<file path="src/rtl/sync_fifo.sv">
// sync_fifo: single-clock first-word-fall-through FIFO with occupancy count,
// almost-full/almost-empty flags and a synchronous flush.
module sync_fifo #(
  parameter int DATA_WIDTH         = 32,
  parameter int DEPTH              = 16,
  parameter int ALMOST_FULL_LEVEL  = 12,
  parameter int ALMOST_EMPTY_LEVEL = 2
) (
  input  logic                        clock,
  input  logic                        reset,
  input  logic                        io_flush,
  input  logic                        io_enq_valid,
  output logic                        io_enq_ready,
  input  logic [DATA_WIDTH-1:0]       io_enq_bits,
  input  logic                        io_deq_ready,
  output logic                        io_deq_valid,
  output logic [DATA_WIDTH-1:0]       io_deq_bits,
  output logic [$clog2(DEPTH):0]      io_count,
  output logic                        io_almostFull,
  output logic                        io_almostEmpty
);

  localparam int ADDR_W = $clog2(DEPTH);
  localparam int CNT_W  = ADDR_W + 1;
  localparam logic [CNT_W-1:0] FULL_COUNT = CNT_W'(DEPTH);
  localparam logic [CNT_W-1:0] AF_COUNT   = CNT_W'(ALMOST_FULL_LEVEL);
  localparam logic [CNT_W-1:0] AE_COUNT   = CNT_W'(ALMOST_EMPTY_LEVEL);

  logic [DATA_WIDTH-1:0] mem_r [DEPTH];
  logic [ADDR_W-1:0]     wr_ptr_r;
  logic [ADDR_W-1:0]     rd_ptr_r;
  logic [ADDR_W-1:0]     wr_ptr_nxt_s;
  logic [ADDR_W-1:0]     rd_ptr_nxt_s;
  logic [CNT_W-1:0]      count_r;
  logic [CNT_W-1:0]      count_nxt_s;
  logic                  enq_fire_s;
  logic                  deq_fire_s;

  // Handshakes and flags: flush masks both sides; no full/empty bypass.
  always_comb begin
    io_enq_ready   = (count_r != FULL_COUNT) & ~io_flush;
    io_deq_valid   = (count_r != {CNT_W{1'b0}}) & ~io_flush;
    io_deq_bits    = mem_r[rd_ptr_r];
    io_count       = count_r;
    io_almostFull  = (count_r >= AF_COUNT);
    io_almostEmpty = (count_r <= AE_COUNT);
    enq_fire_s     = io_enq_valid & io_enq_ready;
    deq_fire_s     = io_deq_valid & io_deq_ready;
  end

  // Next pointer/occupancy state; flush overrides both handshakes.
  always_comb begin
    wr_ptr_nxt_s = wr_ptr_r;
    rd_ptr_nxt_s = rd_ptr_r;
    count_nxt_s  = count_r;
    if (io_flush) begin
      wr_ptr_nxt_s = {ADDR_W{1'b0}};
      rd_ptr_nxt_s = {ADDR_W{1'b0}};
      count_nxt_s  = {CNT_W{1'b0}};
    end else begin
      if (enq_fire_s) begin
        wr_ptr_nxt_s = wr_ptr_r + ADDR_W'(1);
      end else begin
        wr_ptr_nxt_s = wr_ptr_r;
      end
      if (deq_fire_s) begin
        rd_ptr_nxt_s = rd_ptr_r + ADDR_W'(1);
      end else begin
        rd_ptr_nxt_s = rd_ptr_r;
      end
      case ({enq_fire_s, deq_fire_s})
        2'b10:   count_nxt_s = count_r + CNT_W'(1);
        2'b01:   count_nxt_s = count_r - CNT_W'(1);
        default: count_nxt_s = count_r;
      endcase
    end
  end

  // State registers with synchronous reset taking priority over flush.
  always_ff @(posedge clock) begin
    if (reset) begin
      wr_ptr_r <= {ADDR_W{1'b0}};
      rd_ptr_r <= {ADDR_W{1'b0}};
      count_r  <= {CNT_W{1'b0}};
    end else begin
      wr_ptr_r <= wr_ptr_nxt_s;
      rd_ptr_r <= rd_ptr_nxt_s;
      count_r  <= count_nxt_s;
    end
  end

  // Storage array; contents are deliberately not reset.
  always_ff @(posedge clock) begin
    if (enq_fire_s) begin
      mem_r[wr_ptr_r] <= io_enq_bits;
    end
  end

endmodule

</file>
<file path="config.mk">
export PLATFORM = sky130hd
export DESIGN_NAME = sync_fifo
export DESIGN_NICKNAME = d
export VERILOG_FILES = /design/src/rtl/sync_fifo.sv
export SDC_FILE = /design/constraint.sdc
export NUM_CORES = 1
export LEC_CHECK = 0
export CELL_PAD_IN_SITES_DETAIL_PLACEMENT = 1
export CELL_PAD_IN_SITES_GLOBAL_PLACEMENT = 2
export CORE_MARGIN = 1
export CORE_UTILIZATION = 45
export CTS_BUF_LIST = sky130_fd_sc_hd__clkbuf_8 sky130_fd_sc_hd__clkbuf_16
export CTS_CLUSTER_DIAMETER = 100
export CTS_CLUSTER_SIZE = 16
export DETAILED_ROUTE_END_ITERATION = 8
export MAX_ROUTING_LAYER = met4
export PLACE_DENSITY = 0.85
export SLEW_MARGIN = 20
export SYNTH_ARGS = -nofsm -noshare
export SYNTH_HDL_FRONTEND = slang
export SYNTH_SLANG_ARGS = --single-unit
</file>
<file path="constraint.sdc">
create_clock -name clock -period 9.25 [get_ports clock]
set_input_delay 0.925 -clock clock [delete_from_list [all_inputs] [get_ports clock]]
set_output_delay 0.925 -clock clock [all_outputs]
set_load 0.01 [all_outputs]
</file>
# Yosys cells after proc, flatten, opt, wreduce, memory -nomap -nowiden
# Memory sizes are Yosys's and may differ from the RTL's. A register that Yosys moved wholly into a read port is not among the register bits.
# Index checks and enable logic that the tools add are counted.
[totals]
wordCells = 26
memories = 1
ram_bits = 512
register_bits = 13
out_inout_bits = 41
[mem_list]
columns = ["name", "depth", "width", "rd", "rd_ports_with_merged_regs", "wr", "line", "source"]
rows = [
  ["mem_r", 16, 32, 1, 1, 1, "29", "logic [DATA_WIDTH-1:0] mem_r [DEPTH];"],
]
[op_classes]
bitwise = 5
mux = 5
n_lt_le_gt_ge = 2
addsub = 4
eq_ne = 3
n_reduce_logical = 3
[op_table]
columns = ["op", "count"]
rows = [
  ["$pmux W5 S2", 1],
  ["$add A4 B1 Y4 const B", 2],
  ["$mux W4", 2],
  ["$add A5 B1 Y5 const B", 1],
  ["$ge A5 B4 Y1 const B", 1],
  ["$le A5 B2 Y1 const B", 1],
  ["$ne A5 B5 Y1 const B", 1],
  ["$reduce_bool A5 Y1", 1],
  ["$sub A5 B1 Y5 const B", 1],
  ["$and A1 B1 Y1", 4],
  ["$eq A2 B1 Y1 const B", 1],
  ["$eq A2 B2 Y1 const B", 1],
  ["$mux W1", 2],
  ["$reduce_bool A2 Y1", 1],
  ["$reduce_or A2 Y1", 1],
  ["$not A1 Y1", 1],
]

# Longest topological paths before layout
[logic_depth]
ltp_word = 5
ltp_mapped = 12

# Worst setup path before layout
# Ideal clock, no wire load.
[synth_timing]
kind = "input -> register"
startpoint = "in io_flush"
endpoint = "mem mem_r[0][0] (enable)"
arrival_ps = 3796
path_slack_ps = 4993
path_stages = 4
path_cell_list = "buf_2 > a211oi_2 > nand2_1 > nor3_1"
[synth_via]
elab_chain_len = 5
[synth_rtl]
columns = ["item", "line", "source"]
rows = [
  ["start, declared", "11", "input logic io_flush,"],
  ["$not A1 Y1", "41", "io_enq_ready = (count_r != FULL_COUNT) & ~io_flush;"],
  ["$and A1 B1 Y1", "41", ""],
  ["$and A1 B1 Y1", "47", "enq_fire_s = io_enq_valid & io_enq_ready;"],
  ["$mux W1", "94", "if (enq_fire_s) begin"],
  ["$mux W1 (not written as such)", "95", "mem_r[wr_ptr_r] <= io_enq_bits;"],
  ["end, declared", "29", ""],
]
# No other way between the ends.

==> impl_metrics.yaml <==
global_routing:
  grt_util_all_layers_pct: 19.7
  grt_overflow: 0
  grt_pass1_wl_mm: 64.1
  grt_pass1_vias: 9803
  grt_max_degree: 72
  antenna_found_initial: 0
logic_synthesis:
  syn-instance-count: 846
  avgSynthCellArea_um2: 24.3
  async_flop_share_pct: 0
  synth-warning-count: 0
  yosys_most_used_dff: "edfxtp_1"
  synth.net_count: 891
  ys_types: 47
  synth_edf_count: 512
  synth.ff_latch_count: 529
  ys_seq_area_share_pct: 76.6
  syn-cell-area_um2: 20500
cts:
  hold_buffers: 0
  clock-sinks: 529
  cts_tree: "done"
  postCtsResizedCells: 0
  clockRootBuffer: "clkbuf_16"
  clkTransAtPathRegs_ns: 0.07
  clockBufferDepth: 3
  htree_num_levels: 2
  numCtsBuffers: 39
  clock_latency_ns: 0.53
  postCtsSetupRepairBufs: 0
placed_design:
  io_buffers: 77
  dpl.cell_count: 1491
  hpwl_mm: 22.8
  place_congestion: 0.689
  dpl_cell_area_um2: 22000
timing:
  maxSlewViolCount: 0
  fin_crit_sh_pct: 52.4
  max_freq_mhz: 206
  period_needed_ns: 4.85
  setup_viol: 0
  finalSetupTns_ns: 0
  max_slew_margin_pct: 32.5
  worst_pin_slew_ns: 1.01
  rsz0062_at_grt: "no"
  skew_ns: 0.0206
  finalHoldViolCount: 0
critical_path:
  max_stage_delay_ns: 0.86
  crit_path_end_kind: "primary output"
  path_class: "reg2out"
  path_cells: "buf_4, mux4_1, mux4_2, clkdlybuf4s50_1"
  worstPathMaxFanout: 49
  critical_path_arrival_ns: 3.92
  start_kind: "register"
  slowest_stage: "buf_4"
  required_ns: 8.33
routing:
  via_per_inst: 5.90
  ant_nets: 0
  first_pass_iters: 5
  wire_per_inst_um: 28.4
  wl_mm: 43.6
  route.detailed.drc: 0
  via_count: 9067
  drtIter0Drc: 848
job:
  max-cap-violations: 0
layout:
  layout.cells.non_filler: 1537
  stdcell_area_um2: 23000
  fillers: 3843
  mostFrequentLayoutCell: "edfxtp_1"
  diodes: 0
  layout.nets: 985
  drive_above_1_share_pct: 20.8
  finish.utilization_pct: 51.7
  multi_input_area_um2: 4590
  regArea_um2: 15700
  final_cell_mix: "edfxtp_1 (512), mux4_2 (110), clkdlybuf4s50_1 (77)"
  area_delta_synth_final_pct: 12.3
power_and_ir_drop:
  power_density_nw_per_um2: 184
  power_leakage_nw: 6.92
  power.total_w: 0.00424
  vdd_drop_max_v: 0.000110
hold_path:
  hold_class: "reg2reg"
floorplanning:
  ios: 78
  fp.dieW_um: 216
  dieArea_um2: 46500
  core_area_um2: 44600
  rows: 77
  die_y_um: 216
  initial_core_util_pct: 46.0
outcome:
  status: "completed"
[flip-flops by register name, summed over array words and instances, names as in the netlist, named ones only]
| signal | cells |
|---|---|
| rd_ptr_r | 4 |
| mem_r | 512 |
| io_count | 5 |
| wr_ptr_r | 4 |
[layout make-up]
type	instances	area share, %
Sequential cell	529	68.2
Multi-Input combinational cell	263	19.9
Clock buffer	39	4.24
Timing Repair Buffer	98	4.03
Tap cell	592	3.21
Clock inverter	7	0.190
Inverter	9	0.147
[metal layers]
metal	GRT usage, %	vias up	wire, um
met1	25.1	4951	17900
met2	34.3	250	23100
met4	3.88	0	567
met5	-	-	0
li1	-	3826	-
met3	2.58	40	2030
[worst max-delay path, delay by kind of cell, from the launching register on]
family                 cells  cell delay [ns]
DFF                        1             0.79
muxes                      2             1.21
buffers and inverters      2             1.36
[per-stage QoR]
step / hold slack, ns / setup WS, ns
finish: 0.571 / 4.40
floorplan: 0.495 / 4.99
global route: 0.615 / 4.17
detailed placement: 0.543 / 4.89
global placement: 0.529 / 4.89
CTS: 0.572 / 4.29
[Yosys cell counts (2+ instances only)]
cell type	n	area (um2)
o21a_1	3	22.5
inv_1	9	33.8
nand3_1	3	15.0
mux4_1	50	1310
xnor2_1	2	17.5
buf_6	11	124
buf_8	3	45.0
ha_1	8	100
xor2_1	5	43.8
dfxtp_1	17	340
a2111oi_0	3	26.3
nor2_1	26	97.6
edfxtp_1	512	15400
nor3_1	6	30.0
nor3b_1	2	15.0
nand2_1	9	33.8
clkbuf_1	21	78.8
a21oi_1	3	15.0
mux4_2	110	2480
buf_1	4	15.0
o211ai_1	3	22.5
nand2b_1	3	18.8
nor2b_1	2	12.5
buf_2	5	25.0
mux2i_1	4	40.0
[final timing paths]
path,to,from,depth (start not counted),slack [ns]
min reg2reg,register,rd_ptr_r[2],2,0.57
max reg2reg,io_count[4],io_count[1],9,6.05
max,io_deq_bits[30],register,4,4.40
min,register,rd_ptr_r[2],2,0.57
[where the power goes]
part,switching (W),total [W],internal [W]
sequential,0.00000346,0.00264,0.00263
clock,0.000748,0.00150,0.000756
combinational,0.0000593,0.000104,0.0000447
total,0.000811,0.00424,0.00343
[cells by family after synthesis]
kind of cell,synth area share (%)
AO/OA/AOI/OAI,0.939
XOR/XNOR,0.299
adder cells (fa/ha/maj),0.488
buffers and inverters,1.59
flip-flops,76.6
multiplexers,18.7
AND/OR/NAND/NOR,1.45
(Power assumes the default switching activity.)
